**config.mk**
```make
export PLATFORM = sky130hd
export DESIGN_NAME = rr_mux_arbiter_flat
export DESIGN_NICKNAME = d
export VERILOG_FILES = /design/src/rtl/rr_mux_arbiter_if.sv /design/src/rtl/rr_mux_arbiter.sv /design/src/flat_wrapper.sv
export SDC_FILE = /design/constraint.sdc
export NUM_CORES = 1
export LEC_CHECK = 0
export CAP_MARGIN = 20
export CORE_ASPECT_RATIO = 0.9
export CORE_MARGIN = 3
export CORE_UTILIZATION = 36
export DETAILED_ROUTE_END_ITERATION = 6
export GPL_ROUTABILITY_DRIVEN = 0
export PLACE_DENSITY_LB_ADDON = 0.3
export SYNTH_ARGS = -nofsm -noshare
export SYNTH_HDL_FRONTEND = slang
export SYNTH_SLANG_ARGS = --single-unit
```
**constraint.sdc**
```tcl
create_clock -name clk -period 1.9 [get_ports clk]
set_clock_uncertainty 0.2 [all_clocks]
set_input_delay 0.475 -clock clk [delete_from_list [all_inputs] [get_ports clk]]
set_output_delay 0.475 -clock clk [all_outputs]
set_load 0.005 [all_outputs]
```
**src/rtl/rr_mux_arbiter_if.sv**
```systemverilog
// Handshake bundle between four requesters, the round-robin arbiter and the shared output slot.
// "master" is the requester/downstream side; "slave" is the arbiter side.
interface rr_mux_arbiter_if #(
  parameter int unsigned DATA_W = 8
);
  localparam int unsigned N_REQ = 4;

  logic [N_REQ-1:0]        req_valid;
  logic [N_REQ*DATA_W-1:0] req_data;
  logic [N_REQ-1:0]        req_last;
  logic [N_REQ-1:0]        req_ready;
  logic [N_REQ-1:0]        grant;
  logic                    out_valid;
  logic [DATA_W-1:0]       out_data;
  logic                    out_last;
  logic                    out_ready;

  modport master (
    output req_valid, req_data, req_last, out_ready,
    input  req_ready, grant, out_valid, out_data, out_last
  );

  modport slave (
    input  req_valid, req_data, req_last, out_ready,
    output req_ready, grant, out_valid, out_data, out_last
  );
endinterface

```
**src/rtl/rr_mux_arbiter.sv**
```systemverilog
// Four-way round-robin arbiter feeding one registered output slot.
// Define RR_ARB_PACKET_LOCK_EN to hold the grant until a beat with last=1 is transferred.
module rr_mux_arbiter #(
  parameter int unsigned DATA_W = 8
) (
  input logic          clk,
  input logic          rst_n,
  rr_mux_arbiter_if.slave bus
);
  localparam int unsigned N_REQ = 4;
  localparam int unsigned IDX_W = 2;

  typedef enum logic {
    S_IDLE  = 1'b0,
    S_GRANT = 1'b1
  } state_t;

  state_t            state_q, state_d;
  logic [N_REQ-1:0]  grant_q, grant_d;
  logic [IDX_W-1:0]  rr_ptr_q, rr_ptr_d;
  logic              out_valid_q;
  logic [DATA_W-1:0] out_data_q;
  logic              out_last_q;

  logic              slot_free;
  logic [N_REQ-1:0]  ready;
  logic              xfer;
  logic [DATA_W-1:0] sel_data;
  logic              sel_last;
  logic [IDX_W-1:0]  win_idx;
  logic [IDX_W-1:0]  cand;
  logic              win_found;

  // The slot can take a beat when empty or when it drains this cycle.
  assign slot_free = !out_valid_q || bus.out_ready;
  assign ready     = grant_q & {N_REQ{slot_free}};
  assign xfer      = |(ready & bus.req_valid);

  // Data/last of the currently granted requester.
  always_comb begin
    sel_data = '0;
    sel_last = 1'b0;
    for (int unsigned i = 0; i < N_REQ; i++) begin
      if (grant_q[i]) begin
        sel_data = bus.req_data[i*DATA_W +: DATA_W];
        sel_last = bus.req_last[i];
      end
    end
  end

  // Search starts just after the last winner, so the last winner has lowest priority.
  always_comb begin
    win_idx   = '0;
    win_found = 1'b0;
    cand      = '0;
    for (int unsigned k = 1; k <= N_REQ; k++) begin
      cand = rr_ptr_q + IDX_W'(k);
      if (!win_found && bus.req_valid[cand]) begin
        win_idx   = cand;
        win_found = 1'b1;
      end
    end
  end

  // Next-state logic for the grant FSM.
  always_comb begin
    state_d  = state_q;
    grant_d  = grant_q;
    rr_ptr_d = rr_ptr_q;
    case (state_q)
      S_IDLE: begin
        if (win_found) begin
          state_d  = S_GRANT;
          grant_d  = N_REQ'(1) << win_idx;
          rr_ptr_d = win_idx;
        end
      end
      S_GRANT: begin
        if (xfer) begin
`ifdef RR_ARB_PACKET_LOCK_EN
          if (sel_last) begin
            state_d = S_IDLE;
            grant_d = '0;
          end
`else
          state_d = S_IDLE;
          grant_d = '0;
`endif
        end
      end
      default: begin
        state_d = S_IDLE;
        grant_d = '0;
      end
    endcase
  end

  always_ff @(posedge clk) begin
    if (!rst_n) begin
      state_q  <= S_IDLE;
      grant_q  <= '0;
      rr_ptr_q <= IDX_W'(N_REQ - 1);
    end else begin
      state_q  <= state_d;
      grant_q  <= grant_d;
      rr_ptr_q <= rr_ptr_d;
    end
  end

  // Output slot: reload on transfer (no bubble), otherwise drain when accepted.
  always_ff @(posedge clk) begin
    if (!rst_n) begin
      out_valid_q <= 1'b0;
      out_data_q  <= '0;
      out_last_q  <= 1'b0;
    end else if (xfer) begin
      out_valid_q <= 1'b1;
      out_data_q  <= sel_data;
      out_last_q  <= sel_last;
    end else if (bus.out_ready) begin
      out_valid_q <= 1'b0;
    end
  end

  assign bus.req_ready = ready;
  assign bus.grant     = grant_q;
  assign bus.out_valid = out_valid_q;
  assign bus.out_data  = out_data_q;
  assign bus.out_last  = out_last_q;

endmodule
```
**src/flat_wrapper.sv**
```systemverilog
// flat-port wrapper written by rule: the top's interface ports become plain ports
module rr_mux_arbiter_flat 
#(
  parameter int unsigned DATA_W = 8
)
  (clk, rst_n, bus_req_valid, bus_req_data, bus_req_last, bus_out_ready, bus_req_ready, bus_grant, bus_out_valid, bus_out_data, bus_out_last);
  rr_mux_arbiter_if #(.DATA_W(DATA_W)) bus_i ();
  input logic clk;
  input logic rst_n;
  input wire logic [$bits(bus_i.req_valid)-1:0] bus_req_valid;
  input wire logic [$bits(bus_i.req_data)-1:0] bus_req_data;
  input wire logic [$bits(bus_i.req_last)-1:0] bus_req_last;
  input wire logic [$bits(bus_i.out_ready)-1:0] bus_out_ready;
  output wire logic [$bits(bus_i.req_ready)-1:0] bus_req_ready;
  output wire logic [$bits(bus_i.grant)-1:0] bus_grant;
  output wire logic [$bits(bus_i.out_valid)-1:0] bus_out_valid;
  output wire logic [$bits(bus_i.out_data)-1:0] bus_out_data;
  output wire logic [$bits(bus_i.out_last)-1:0] bus_out_last;
  assign bus_i.req_valid = bus_req_valid;
  assign bus_i.req_data = bus_req_data;
  assign bus_i.req_last = bus_req_last;
  assign bus_i.out_ready = bus_out_ready;
  assign bus_req_ready = bus_i.req_ready;
  assign bus_grant = bus_i.grant;
  assign bus_out_valid = bus_i.out_valid;
  assign bus_out_data = bus_i.out_data;
  assign bus_out_last = bus_i.out_last;
  rr_mux_arbiter #(.DATA_W(DATA_W)) u_core (.clk(clk), .rst_n(rst_n), .bus(bus_i));
endmodule
```
==> results.py <==
metrics = {
    "outcome": {
        "run_status": "complete, no violations",
    },
    "synthesis": {
        "ys_ff_latch": 17,
        "netlist_instances": 111,
        "postSynth.asyncResetShare_pct": 0,
        "post_synth_main_area_contributors": "sky130_fd_sc_hd__dfxtp_1, sky130_fd_sc_hd__a211o_1, sky130_fd_sc_hd__a22oi_1",
        "post_synth_num_cell_types": 33,
        "synth_top_flop_cell": "sky130_fd_sc_hd__dfxtp_1",
        "synth_enable_flop_cells": 0,
        "per_instance_average_area_after_synthesis_um2": 8.70,
        "synth.largest_area_cell": "sky130_fd_sc_hd__dfxtp_1",
        "seq_area_frac_synth_pct": 35.2,
        "netlist_area_um2": 966,
        "synth_top_cell_area_share_pct": 35.2,
        "yosysWarnings": 0,
        "synthesis.nets": 154,
    },
    "sta": {
        "worst_slack_ns": 0.0499,
        "grt_setup_unrepaired": "false",
        "timing.setup.tns_ns": 0,
        "max_freq_mhz": 541,
        "post-route-period-util_pct": 97.4,
        "worstMarginPinSlew_ns": 0.335,
        "final-hold-violation-count": 0,
        "finalMaxSlewViolations": 0,
        "fin_crit_ns": 1.85,
        "slew_headroom_pct": 77.7,
        "final-setup-viol-count": 0,
    },
    "route": {
        "detail-route-antenna-nets": 0,
        "route.final.wire_length_um": 3520,
        "drt-vias-per-instance": 5.63,
        "drt-pass1-iter-count": 4,
        "drt_drc_violations_left": 0,
        "detail_route.iter0.violations": 80,
        "vias": 1187,
        "wl_per_cell_um": 16.7,
    },
    "grt": {
        "aggregate_global_routing_overflow": 0,
        "global_route.usage.total_pct": 20.2,
        "vias_in_the_first_global_route": 1016,
        "grt_start_max_net_pins": 11,
        "initial_antenna_violation_count": 0,
        "grt_first_pass_wirelength_um": 5040,
    },
    "worst_setup_path": {
        "worst_path_max_delay_cell": "sky130_fd_sc_hd__clkdlybuf4s50_1",
        "timing.rr.start": "u_core.bus.grant[2]",
        "timing.critical_path.from_type": "register",
        "setup.worst_path.end_class": "primary output",
        "critical_path.max_fanout": 7,
        "worst-path-buf-inv": 1,
        "timing.reg2reg.setup_slack_ns": 0.27,
        "reg2regPathDepth": 5,
        "endpoint_of_the_most_critical_register_to_register_path": "u_core.bus.out_data[1]",
        "max_stage_delay_ns": 0.50,
        "worstPathRequired_ns": 1.22,
        "critical-path-top-delay-family": "buffers and inverters",
        "worst-endpoint-arrival_ns": 1.18,
        "path_class": "register to primary output",
        "crit_path_cell_trace": "clkdlybuf4s50_1",
    },
    "power_and_ir_drop": {
        "power.density_cell_area_nw_per_um2": 566,
        "post-layout-total-power_mw": 0.995,
        "worst_ir_drop_vdd_uv": 449,
        "power_leakage_nw": 0.679,
    },
    "worst_hold_path": {
        "min-delay-path-class": "register to register",
        "hold_path.startpoint": "u_core.bus.out_data[4]",
        "min_delay_path_depth": 2,
        "worstHoldEndpoint": "u_core.bus.out_data[4]",
    },
    "layout": {
        "finish.instance_area_um2": 1760,
        "post_route_cells_drive_above_1_share_pct": 20.8,
        "final_cells": 211,
        "final.fill_count": 220,
        "num-nets-final": 227,
        "seq_area_um2": 350,
        "multiInputGateArea_um2": 621,
        "mostFrequentLayoutCells": "sky130_fd_sc_hd__clkdlybuf4s50_1, sky130_fd_sc_hd__dfxtp_1, sky130_fd_sc_hd__buf_4, sky130_fd_sc_hd__o22ai_1, sky130_fd_sc_hd__nand2_1",
        "layout_commonest_cell": "sky130_fd_sc_hd__clkdlybuf4s50_1",
        "insertedDiodeCount": 0,
        "flow.area_growth_from_synthesis_pct": 81.9,
    },
    "clock_tree": {
        "htreeDepth": 1,
        "post_cts_buffers": 0,
        "tritoncts_clock_tree": "yes",
        "worstSkewPairLatency_ns": 0.28,
        "cts_made_buffers": 3,
        "cts_buffer_depth": 2,
        "clock_sinks": 17,
        "root_buffer": "sky130_fd_sc_hd__clkbuf_4",
        "worst_setup_hold_path_clk_slew_ns": 0.10,
    },
    "die": {
        "boundaryPins": 61,
        "die-height_um": 55.1,
        "die_w_um": 60.6,
        "start_util_pct": 38.5,
        "die-area_um2": 3340,
        "coreArea_um2": 2510,
        "num_rows": 17,
    },
    "flow_run": {
        "max_cap_violations": 0,
    },
    "placed_design": {
        "dp_slack_ns": -0.570,
        "numPortBuffers": 60,
        "post_dp_cell_area_um2": 1680,
        "dp.final_hpwl_um": 2790,
        "dp.cells": 207,
    },
}
-- cells by family (layout without fill, tap and decap cells) --
group,Yosys count,after routing,synth area share [%]
simple gates,30,30,17.5
compound gates,54,54,42.7
flops,17,17,35.2
mux,1,1,1.04
buf+inv,9,81,3.50
-- cells in the mapped netlist (all sizes together) (2+ instances only) --
| cell type | instances |
|---|---|
| dfxtp | 17 |
| a21boi | 11 |
| nand2 | 10 |
| o22ai | 10 |
| a211o | 9 |
| a22oi | 9 |
| clkbuf | 6 |
| and2 | 5 |
| a22o | 4 |
| nand2b | 4 |
| nor2 | 4 |
| a32o | 2 |
| inv | 2 |
| nor2b | 2 |
| o21ai | 2 |
-- what timing repair did --
action                     in CTS  in global routing
hold buffers                    0                  0
setup endpoints to repair      23                  4
pin swaps                       4                  0
gates resized for setup        38                  4
-- state kept, by name (all words and copies together), names as in the netlist --
name	cells
u_core.bus.grant	4
u_core.bus.out_data	8
u_core.bus.out_last	1
u_core.bus.out_valid	1
u_core.rr_ptr_q	2
u_core.state_q	1
-- how the worst max path moves through the flow --
stage | from | end | cells past startpoint
6_report | u_core.bus.grant[3] | bus_grant[3] | 1
3_5_place_dp | bus_out_ready | bus_req_ready[0] | 4
3_3_place_gp | bus_out_ready | bus_req_ready[2] | 4
5_1_grt | u_core.bus.grant[0] | bus_grant[0] | 1
2_1_floorplan | bus_req_valid[1] | u_core.bus.grant[0] | 4
4_1_cts | u_core.bus.grant[0] | bus_grant[0] | 1
-- through the flow --
step                      hold WS, ns  utilization [%]
after detailed placement        0.251             67.1
after global routing            0.281             70.0
final                           0.265             70.0
after CTS                       0.267             69.7
after floorplan                 0.251                -
after global placement          0.241             67.1
-- layout make-up --
class	instances	area share (%)
timing repair buffer	74	40.5
multi-input combinational	85	35.3
sequential	17	19.9
tap	28	1.99
clock buffer	3	1.28
inverter	3	0.641
clock inverter	1	0.285
-- metal layers --
metal	track usage [%]	routed length [um]
met1	28.6	1530
met4	2.17	11
met3	3.02	243
met5	0	0
met2	33.6	1730
-- report_power, final --
part	internal, mW	total (mW)	switching, mW
Clock	0.0781	0.190	0.112
Sequential	0.385	0.413	0.0276
Combinational	0.238	0.392	0.154
Power figures use the tool's default switching activity.
